File: config.mk
export PLATFORM = sky130hd
export DESIGN_NAME = uart_tx_arbiter
export DESIGN_NICKNAME = d
export VERILOG_FILES = /design/src/rtl/uart_tx_arbiter.sv
export SDC_FILE = /design/constraint.sdc
export NUM_CORES = 1
export LEC_CHECK = 0
export ABC_CLOCK_PERIOD_IN_PS = 1550
export CAP_MARGIN = 40
export CORE_ASPECT_RATIO = 0.75
export CORE_MARGIN = 5
export CORE_UTILIZATION = 29
export DETAILED_ROUTE_END_ITERATION = 16
export GPL_TIMING_DRIVEN = 0
export HOLD_SLACK_MARGIN = 0.06
export PLACE_DENSITY = 0.85
export SLEW_MARGIN = 20
export SYNTH_ARGS = -nofsm -noshare
export SYNTH_HDL_FRONTEND = slang
export SYNTH_SLANG_ARGS = --single-unit
export TNS_END_PERCENT = 5
File: constraint.sdc
create_clock -name i_clk -period 1.55 [get_ports i_clk]
set_input_delay 0.155 -clock i_clk [delete_from_list [all_inputs] [get_ports i_clk]]
set_output_delay 0.155 -clock i_clk [all_outputs]
set_load 0.01 [all_outputs]
File: src/rtl/uart_tx_arbiter.sv
// uart_tx_arbiter: round-robin, packet-locked sharing of one byte-wide UART transmitter among N_REQ requesters.
// Optional idle-owner grant revocation is built when UART_ARB_TIMEOUT_EN is defined.
module uart_tx_arbiter #(
   parameter int N_REQ = 4,
   parameter int TIMEOUT_CYCLES = 65535,
   localparam int OW = $clog2(N_REQ)
) (
   input  logic               i_clk,
   input  logic               i_rst,
   input  logic [8*N_REQ-1:0] i_req_data,
   input  logic [N_REQ-1:0]   i_req_valid,
   input  logic [N_REQ-1:0]   i_req_last,
   output logic [N_REQ-1:0]   o_req_ready,
   output logic [7:0]         o_tx_data,
   output logic               o_tx_valid,
   input  logic               i_tx_ready,
   output logic               o_busy,
   output logic [OW-1:0]      o_owner,
   output logic               o_timeout
);
   typedef enum logic {IDLE, BUSY} state_t;
   state_t state_q, state_d;
   logic [OW-1:0] owner_q, owner_d, last_q, last_d, winner, idx;
   logic active, own_valid, own_last, hs, revoke;

   if (N_REQ < 2 || N_REQ > 8 || TIMEOUT_CYCLES < 2) begin : g_bad_cfg
      $error("uart_tx_arbiter: unsupported N_REQ or TIMEOUT_CYCLES");
   end

   // Gating with reset keeps the handshake dead during a reset cycle taken mid-packet.
   assign active    = state_q == BUSY && !i_rst;
   assign own_valid = i_req_valid[owner_q];
   assign own_last  = i_req_last[owner_q];
   assign hs        = active && own_valid && i_tx_ready;

   assign o_busy      = active;
   assign o_owner     = owner_q;
   assign o_tx_valid  = active && own_valid;
   assign o_tx_data   = i_req_data[{owner_q, 3'b000} +: 8];
   assign o_req_ready = (active && i_tx_ready) ? N_REQ'(1) << owner_q : '0;

   // Scan from the far end so the requester nearest last_q+1 is written last and wins.
   always_comb begin
      winner = '0;
      idx = '0;
      for (int i = N_REQ; i >= 1; i--) begin
         idx = OW'((int'(last_q) + i) % N_REQ);
         if (i_req_valid[idx]) winner = idx;
      end
   end

`ifdef UART_ARB_TIMEOUT_EN
   localparam int CW = $clog2(TIMEOUT_CYCLES);
   logic [CW-1:0] cnt_q, cnt_d;
   assign revoke    = active && !own_valid && cnt_q == CW'(TIMEOUT_CYCLES - 1);
   assign cnt_d     = (!active || own_valid || revoke) ? '0 : cnt_q + 1'b1;
   assign o_timeout = revoke;
   always_ff @(posedge i_clk) begin
      cnt_q <= i_rst ? '0 : cnt_d;
   end
`else
   assign revoke    = 1'b0;
   assign o_timeout = 1'b0;
`endif

   always_comb begin
      state_d = state_q;
      owner_d = owner_q;
      last_d  = last_q;
      if (state_q == IDLE && |i_req_valid) begin
         state_d = BUSY;
         owner_d = winner;
      end else if (state_q == BUSY && ((hs && own_last) || revoke)) begin
         state_d = IDLE;
         last_d  = owner_q;
      end
   end

   always_ff @(posedge i_clk) begin
      if (i_rst) begin
         state_q <= IDLE;
         owner_q <= '0;
         last_q  <= OW'(N_REQ - 1);
      end else begin
         state_q <= state_d;
         owner_q <= owner_d;
         last_q  <= last_d;
      end
   end
endmodule

==> results.cfg <==
[outcome]
status = finished, violations left
violations = setup timing

[setup_path]
worstPathRequired_ps = 1390
arrival_ps = 1510
path_class = flop to primary output
crit_start = o_owner[0]
start_kind = flop
crit_fanout = 3
end_kind = primary output
ff2ff_setup_slack_ps = -20
r2r-start = o_owner[0]
reg2regPathDepth = 7
r2r-end = last_q[0]

[drt]
drtAntennaViolNets = 0
dr.pass1.iters = 4
wl_per_cell_um = 17.3
drc = 0
vias = 816
first_iter_violations = 31
vias_per_cell = 5.33
totalWireLength_um = 2650

[power]
total_leakage_power_nw = 0.543
power_mw = 0.706
p_per_area_nw_per_um2 = 549
peakVddDrop_v = 0.000487

[final_layout]
mostFrequentLayoutCells = clkdlybuf4s50_1, mux4_2, buf_6, nor2_1, buf_4
antenna_cells = 0
final_common_cell = clkdlybuf4s50_1
fill_cells = 163
nets = 173
drive_gt1_share_pct = 31.0
area_growth_pct = 110
finalInstanceArea_sq_um = 1290

[synthesis]
syn-cell-area_sq_um = 612
ys_types = 28
ys_seq_elements = 5
seq_area_frac_synth_pct = 16.4
yosys_warnings = 0
syn_inst = 62
synth_area_leaders = mux4_2, dfxtp_1, mux4_1
synth_top_flop_cell = dfxtp_1
synth-async-reset-ratio_pct = 0
avgSynthCellArea_sq_um = 9.87
syn_nets = 105
yosysTopAreaCell = mux4_2
synth-edff-count = 0
synth.top_cell.area_share_pct = 25.8

[timing]
finalWorstSetupSlack_ps = -113
hold_viol = 0
finalSetupTns_ps = -822
min_period_ps = 1660
finClkSkew_ps = 9.54
fmax_mhz = 601
period_share_pct = 107
finalSetupViolations = 11
rsz0062_at_grt = yes
drv_slew = 0

[run]
drv_cap = 0

[die]
row_count = 14
die_w_um = 63.0
core_area_sq_um = 2010
ios = 60
dieHeight_um = 49.8
dieArea_sq_um = 3140
initial_core_util_pct = 30.4

[placement]
numPortBuffers = 58
routabilityCongestion = 0.783
placed_area_sq_um = 1220
dp_hpwl_um = 2070

[clocking]
root_buffer = clkbuf_4
tritoncts = done
cts_buffers = 3
insertion_delay_ps = 250
path_clk_slew_ps = 40
hold_buffers = 0
cts.sinks = 5
cts_max_path_buffers = 2
ctsHtreeMaxLevel = 1

[global_route]
grt_pass1_wl_um = 4350
grt_start_max_net_pins = 11
overflow = 0
grt_pass1_vias = 825
antenna_found_initial = 0
grtUsageTotal_pct = 17.3

[worst_hold_path]
min_path_cells = 2
hold_path_end = state_q
hp-class = primary input to flop
worstHoldStart = i_rst
==> worst max-delay path: stages, from the launching register on <==
cell,delay (ps)
dfxtp_2,330
buf_6,120
mux4_2,540
and2_4,160
buf_6,110
==> how the worst max path moves through the flow <==
stage / endpoint / cells after the start
finish: o_tx_valid / 4
global route: o_tx_data[4] / 4
CTS: o_tx_valid / 4
detailed placement: o_tx_valid / 4
global placement: o_tx_valid / 4
floorplan: o_tx_valid / 3
==> final cells by class <==
type                    instances  area, sq um  share of cell area [%]
plain buffers                   4         51.3                    3.99
clock buffers                   4         26.3                    2.04
inverters                       3         11.3                   0.875
multi-input cells              50          464                    36.1
flip-flops and latches          5          104                    8.07
well taps                      24         30.0                    2.33
repair buffers                 63          599                    46.6
==> registers in the layout (all words and copies together) (netlist names) <==
signal   cells
last_q       2
o_owner      2
state_q      1
==> layer usage <==
metal	vias up	routed length, um	track usage [%]	part of all wire [%]
met2	45	1230	28.3	46
met5	-	0	0	0
met1	389	1200	22.3	45
li1	376	-	-	-
met4	0	66	7.07	2.5
met3	6	150	3.41	5.7
==> per-stage QoR <==
step | hold WS [ps] | setup WS (ps) | util [%] | instances
after CTS | 371 | -119 | 63.0 | 152
after global routing | 388 | -154 | 63.9 | 153
after global placement | 486 | -534 | 60.7 | 144
final | 380 | -113 | 63.9 | 153
after detailed placement | 502 | -550 | 60.7 | 144
after floorplan | 224 | 149 | - | 62
==> kinds of logic (layout without fill, tap and decap cells) <==
family / Yosys count / after routing / share of synthesized area (%)
simple gates: 22 / 22 / 16.8
compound gates: 15 / 15 / 16.4
mux: 12 / 12 / 41.9
buf+inv: 7 / 74 / 7.97
flops: 5 / 5 / 16.4
other cells: 1 / 1 / 0.613
==> cells in the mapped netlist, types with 2 or more instances <==
cell     number
dfxtp_1       5
nand2_1       5
mux2i_1       2
nor3_1        3
mux4_1        3
and3_1        2
nand3_1       2
o21ai_0       2
a21oi_1       3
nor2_1        7
mux4_2        7
nor2b_1       2
a31oi_1       2
inv_1         3
==> report_power, final <==
group / switching [mW] / total (mW) / internal [mW]
combinational: 0.138 / 0.396 / 0.257
sequential: 0.0111 / 0.150 / 0.139
clock: 0.0626 / 0.161 / 0.0979
==> repair_timing <==
item	in CTS	in global routing
setup buffers	4	1
pin swaps	2	1
gates resized for setup	59	11
setup endpoints to repair	14	16
Note: power is estimated with default switching activity, not from simulation.
